[src/rtl/pwm_duty_bank_if.sv]
// Write/commit bus and duty-value outputs of pwm_duty_bank, bundled for
// the port list.
interface pwm_duty_bank_if #(
  parameter int CH = 4,
  parameter int W  = 8
);
  localparam int CW = (CH > 1) ? $clog2(CH) : 1;

  logic              wr_en;
  logic [CW-1:0]     wr_ch;
  logic [W-1:0]      wr_data;
  logic              commit;
  logic              freeze;
  logic [CH*W-1:0]   duty_out;
  logic [CH-1:0]     pending;
  logic              upd_pulse;
  logic              wr_err;

  modport master (
    output wr_en, wr_ch, wr_data, commit, freeze,
    input  duty_out, pending, upd_pulse, wr_err
  );

  modport slave (
    input  wr_en, wr_ch, wr_data, commit, freeze,
    output duty_out, pending, upd_pulse, wr_err
  );
endinterface

[src/rtl/pwm_duty_bank.sv]
// Double-buffered bank of PWM duty words. Shadows take writes at any time.
// Active values swap in on a period-boundary commit and then run through a
// fixed-latency output pipeline.
module pwm_duty_lane #(
  parameter int            W       = 8,
  parameter int            PIPE    = 2,
  parameter logic [W-1:0]  RST_VAL = '0
) (
  input  logic          ck,
  input  logic          rst,
  input  logic          wr_sel,
  input  logic [W-1:0]  wr_data,
  input  logic          commit_ok,
  output logic [W-1:0]  duty,
  output logic          pend
);
  logic [W-1:0]            shadow_q, shadow_d;
  logic                    pend_q, pend_d;
  logic [PIPE-1:0][W-1:0]  pipe_q, pipe_d;   // stage 0 is the active register

  always_comb begin
    shadow_d = wr_sel ? wr_data : shadow_q;
    pend_d   = pend_q;
    if (commit_ok) pend_d = 1'b0;
    // A write in the commit cycle re-arms pending for the next period.
    if (wr_sel)    pend_d = 1'b1;
    pipe_d[0] = (commit_ok && pend_q) ? shadow_q : pipe_q[0];
    for (int k = 1; k < PIPE; k++) pipe_d[k] = pipe_q[k-1];
  end

  always_ff @(posedge ck or posedge rst) begin
    if (rst) begin
      shadow_q <= RST_VAL;
      pend_q   <= 1'b0;
      pipe_q   <= {PIPE{RST_VAL}};
    end else begin
      shadow_q <= shadow_d;
      pend_q   <= pend_d;
      pipe_q   <= pipe_d;
    end
  end

  assign duty = pipe_q[PIPE-1];
  assign pend = pend_q;
endmodule

module pwm_duty_bank #(
  parameter int            CH      = 4,
  parameter int            W       = 8,
  parameter int            PIPE    = 2,
  parameter logic [W-1:0]  RST_VAL = '0
) (
  input  logic            ck,
  input  logic            rst,
  pwm_duty_bank_if.slave  bus
);
  localparam int CW = (CH > 1) ? $clog2(CH) : 1;

  logic [CH-1:0]          wr_sel;
  logic                   wr_bad;
  logic                   commit_ok;
  logic [CH-1:0]          pend;
  logic [CH-1:0][W-1:0]   duty;
  logic [PIPE-1:0]        vld_pipe_q, vld_pipe_d;
  logic                   wr_err_q, wr_err_d;

  always_comb begin
    for (int i = 0; i < CH; i++) wr_sel[i] = bus.wr_en && (bus.wr_ch == CW'(i));
    // No lane matched: the index is out of range.
    wr_bad    = bus.wr_en && ~|wr_sel;
    commit_ok = bus.commit && !bus.freeze;
    vld_pipe_d[0] = commit_ok && |pend;
    for (int k = 1; k < PIPE; k++) vld_pipe_d[k] = vld_pipe_q[k-1];
    wr_err_d  = wr_err_q | wr_bad;
  end

  always_ff @(posedge ck or posedge rst) begin
    if (rst) begin
      vld_pipe_q <= '0;
      wr_err_q   <= 1'b0;
    end else begin
      vld_pipe_q <= vld_pipe_d;
      wr_err_q   <= wr_err_d;
    end
  end

  for (genvar g = 0; g < CH; g++) begin : g_lane
    pwm_duty_lane #(.W(W), .PIPE(PIPE), .RST_VAL(RST_VAL)) u_lane (
      .ck        (ck),
      .rst       (rst),
      .wr_sel    (wr_sel[g]),
      .wr_data   (bus.wr_data),
      .commit_ok (commit_ok),
      .duty      (duty[g]),
      .pend      (pend[g])
    );
  end

  assign bus.duty_out  = duty;
  assign bus.pending   = pend;
  assign bus.upd_pulse = vld_pipe_q[PIPE-1];
  assign bus.wr_err    = wr_err_q;
endmodule

[src/flat_wrapper.sv]
// flat-port wrapper written by rule: the top's interface ports become plain ports
module pwm_duty_bank_flat 
#(
  parameter int            CH      = 4,
  parameter int            W       = 8,
  parameter int            PIPE    = 2,
  parameter logic [W-1:0]  RST_VAL = '0
)
  (ck, rst, bus_wr_en, bus_wr_ch, bus_wr_data, bus_commit, bus_freeze, bus_duty_out, bus_pending, bus_upd_pulse, bus_wr_err);
  pwm_duty_bank_if #(.CH(CH), .W(W)) bus_i ();
  input  logic ck;
  input  logic rst;
  input wire logic [$bits(bus_i.wr_en)-1:0] bus_wr_en;
  input wire logic [$bits(bus_i.wr_ch)-1:0] bus_wr_ch;
  input wire logic [$bits(bus_i.wr_data)-1:0] bus_wr_data;
  input wire logic [$bits(bus_i.commit)-1:0] bus_commit;
  input wire logic [$bits(bus_i.freeze)-1:0] bus_freeze;
  output wire logic [$bits(bus_i.duty_out)-1:0] bus_duty_out;
  output wire logic [$bits(bus_i.pending)-1:0] bus_pending;
  output wire logic [$bits(bus_i.upd_pulse)-1:0] bus_upd_pulse;
  output wire logic [$bits(bus_i.wr_err)-1:0] bus_wr_err;
  assign bus_i.wr_en = bus_wr_en;
  assign bus_i.wr_ch = bus_wr_ch;
  assign bus_i.wr_data = bus_wr_data;
  assign bus_i.commit = bus_commit;
  assign bus_i.freeze = bus_freeze;
  assign bus_duty_out = bus_i.duty_out;
  assign bus_pending = bus_i.pending;
  assign bus_upd_pulse = bus_i.upd_pulse;
  assign bus_wr_err = bus_i.wr_err;
  pwm_duty_bank #(.CH(CH), .W(W), .PIPE(PIPE), .RST_VAL(RST_VAL)) u_core (.ck(ck), .rst(rst), .bus(bus_i));
endmodule
[config.mk]
export PLATFORM = sky130hd
export DESIGN_NAME = pwm_duty_bank_flat
export DESIGN_NICKNAME = d
export VERILOG_FILES = /design/src/rtl/pwm_duty_bank_if.sv /design/src/rtl/pwm_duty_bank.sv /design/src/flat_wrapper.sv
export SDC_FILE = /design/constraint.sdc
export NUM_CORES = 1
export LEC_CHECK = 0
export CAP_MARGIN = 0
export CORE_MARGIN = 8
export CORE_UTILIZATION = 47
export DETAILED_ROUTE_END_ITERATION = 12
export GPL_TIMING_DRIVEN = 0
export PLACE_DENSITY = 0.74
export SLEW_MARGIN = 40
export SYNTH_ARGS = -nofsm -noshare
export SYNTH_HDL_FRONTEND = slang
export SYNTH_SLANG_ARGS = --single-unit
[constraint.sdc]
create_clock -name ck -period 2.9 [get_ports ck]
set_input_delay 0.435 -clock ck [delete_from_list [all_inputs] [get_ports ck]]
set_output_delay 0.435 -clock ck [all_outputs]
set_load 0.1 [all_outputs]
==> flow_metrics.tcl, run 1 <==
set metrics [dict create \
    status "complete, no violations" \
    cap_violations 0 \
    worst_pin_slew_ps 523 \
    grt_pass1_wl_um 9540 \
    drc 0 \
    path_buf_inv 2 \
    synthMuxAreaShare 0.207 \
    synth_top_family_by_area "multiplexers" \
    hold_path.class "reg -> reg" \
    gp_congestion 0.717 \
    grt_antenna_before_repair 0 \
    clk_transition_reported_paths_ps 90 \
    cts_made_buffers 9 \
    htree_levels 3 \
    synth_most_common_cell "dfrtp_1" \
    start_kind "flop" \
    grt_setup_unrepaired "false" \
    ys_seq_elements 103 \
    whs_ps 373 \
    period_minus_slack_ps 1740 \
    maxSlewViolCount 0 \
    cp_slowest_stage_delay_ps 410 \
    drt_wl_total_um 6070 \
    die_area_um2 10400 \
    async_flop_share 1.00 \
    dp_cells 347 \
    grt_overflow_total 0 \
    synth_flop_cell "dfrtp_1" \
    path_max_fanout 4 \
    yosys.area.top_type_share 0.741 \
    post_cts_buffers 0 \
    synth.avg_cell_area_um2 18.0 \
    grt_start_max_net_pins 28 \
    clock.fmax_ghz 0.574 \
    setup_viol 0 \
    synth_top_area_cell "dfrtp_1" \
    timing.critical_path.slowest_stage_cell "dfrtp_1" \
    synth.distinct_cells 16 \
    maxSlewHeadroom 0.651 \
    cts-root-buf "clkbuf_8" \
    hold_viol_final 0 \
    fin_nets 274 \
    ctsHoldBuffers 0 \
    critPathKind "reg -> out" \
    core_area_um2 7210 \
    clk-insertion-delay-late_ps 350 \
    cp.arrival_ps 1310 \
    first_iter_violations 45 \
    skew_ps 7.10 \
    setup_tns_ps 0 \
    syn_to_final_growth_pct 21.7 \
    syn-instance-count 193 \
    worstSetupEndpointType "output pin" \
    cts_tree "yes" \
    num_vias 1754 \
    synth_fa_ha_area_frac 0 \
    path_depth 2 \
    drive_gt1_frac 0.496 \
    critical_path.cell_chain "buf_4 -> buf_2" \
    chipHeight_um 102 \
    postRouteAntennaNets 0 \
    synth_edf_count 0 \
    syn_nets 208 \
    initial_core_util 0.482 \
    placementRows 31 \
    synth-simple-area-share 0.0298 \
    die_w_um 102 \
    yosys_warnings 0 \
    place_ws_ps 858 \
    cts_resized 0 \
    io_buffer_count 51 \
    num_io_pins 53 \
    first_pass_iters 4 \
    worstPathRequired_ps 2470 \
    worst-r2r-cell-count 2 \
    synth_compound_area_frac 0.00683 \
    grt_usage 0.126 \
    synth_area_um2 3480 \
    dp_hpwl_um 4220 \
    cts.sinks 103 \
    holdPathStages 0 \
    diodes 0 \
    post_drt_wl_per_cell_um 16.7 \
    fin_crit_sh 0.601 \
    cpLargestDelayFamily "buffers and inverters" \
    synth_xor_area_frac 0 \
    ys_seq_area_frac 0.741 \
    clk_path_buf_depth 2 \
    yosys-top-cells-count "dfrtp_1, mux2_2, buf_4, inv_1, nand3b_1" \
    grt_pass1_vias 1821 \
    stdcell_count 363 \
    avgViaCountPerCell 4.83 \
    ys_top_cells_by_area "dfrtp_1, mux2_2, buf_4" \
    setup_ws_ps 1160 \
]
## per-layer routing
layer | global-route usage | wire (um) | up-vias
met5 | 0 | 0 | -
met4 | 0.0542 | 105 | 0
li1 | - | - | 791
met2 | 0.188 | 2830 | 47
met1 | 0.162 | 2690 | 906
met3 | 0.0422 | 439 | 10
## per-stage QoR
stage / util / instance area (um^2)
finish: 0.587 / 4230
global route: 0.587 / 4230
CTS: 0.587 / 4230
detailed placement: 0.556 / 4010
global placement: 0.571 / 4120
floorplan: - / 3480
## cells in the final DEF (no fill, tap or decap), drive strengths merged
cell type	n
mux2	64
clkdlybuf4s50	13
nor2	1
clkinv	1
nor2b	1
bufinv	2
clkbuf	14
dfrtp	103
inv	3
buf	47
clkinvlp	1
nor4	1
nor3b	1
nand3b	6
nand3	1
o21ai	3
a21o	1
nand2b	1
## final timing paths
path                                                   start                             endpoint  slack [ps]
setup reg to reg                u_core.g_lane[1].u_lane.pend   u_core.g_lane[1].u_lane.pipe_d[15]        1600
hold reg to reg            u_core.g_lane[1].u_lane.pipe_d[8]      u_core.g_lane[1].u_lane.duty[0]         370
setup / recovery                u_core.g_lane[2].u_lane.pend                       bus_pending[2]        1160
min in group asynchronous                                rst      u_core.g_lane[0].u_lane.duty[1]         450
max in group asynchronous                                rst  u_core.g_lane[3].u_lane.shadow_q[4]        1810
hold / removal             u_core.g_lane[1].u_lane.pipe_d[8]      u_core.g_lane[1].u_lane.duty[0]         370
## sequential cells by signal, summed over array words and instances, names as in the netlist
signal,cells
u_core.g_lane.u_lane.duty,32
u_core.vld_pipe_q,2
u_core.g_lane.u_lane.pipe_d,32
u_core.g_lane.u_lane.shadow_q,32
u_core.g_lane.u_lane.pend,4
u_core.bus.wr_err,1
## layout make-up
class	instances	area, um^2
Inverter	4	18.8
Fill cell	613	2980
Sequential cell	103	2580
Clock inverter	3	65.1
Buffer	6	38.8
Timing Repair Buffer	55	403
Multi-Input combinational cell	80	848
Tap cell	99	124
Clock buffer	13	159
## cells by family after synthesis
| logic type | after synthesis |
|---|---|
| compound gates | 4 |
| buf+inv | 10 |
| flops | 103 |
| mux | 64 |
| simple gates | 12 |
Power of run 1 is left out: the tool's default activity adds up to more than one toggle a clock period on the data nets, which glitch-free logic cannot reach.
==> run 2: changes to the inputs <==
==> constraint.sdc (replaced) <==
create_clock -name ck -period 1.6 [get_ports ck]
set_input_delay 0.24 -clock ck [delete_from_list [all_inputs] [get_ports ck]]
set_output_delay 0.24 -clock ck [all_outputs]
set_load 0.1 [all_outputs]
==> results of run 2 <==
Same layout as run 1 (identical final DEF). Status: complete, no violations.
Main changes from that run: setup slack after placement 858 ps -> -247 ps; clock-pin slew on the worst setup and hold paths 90 ps -> 80 ps; setup slack after layout 1160 ps -> 52.2 ps; hold slack 373 ps -> 218 ps; register-to-register setup slack 1600 ps -> 300 ps; end point of the worst hold path u_core.g_lane[1].u_lane.duty[0] -> u_core.vld_pipe_q[0]
Power of run 2 is left out for the same reason.
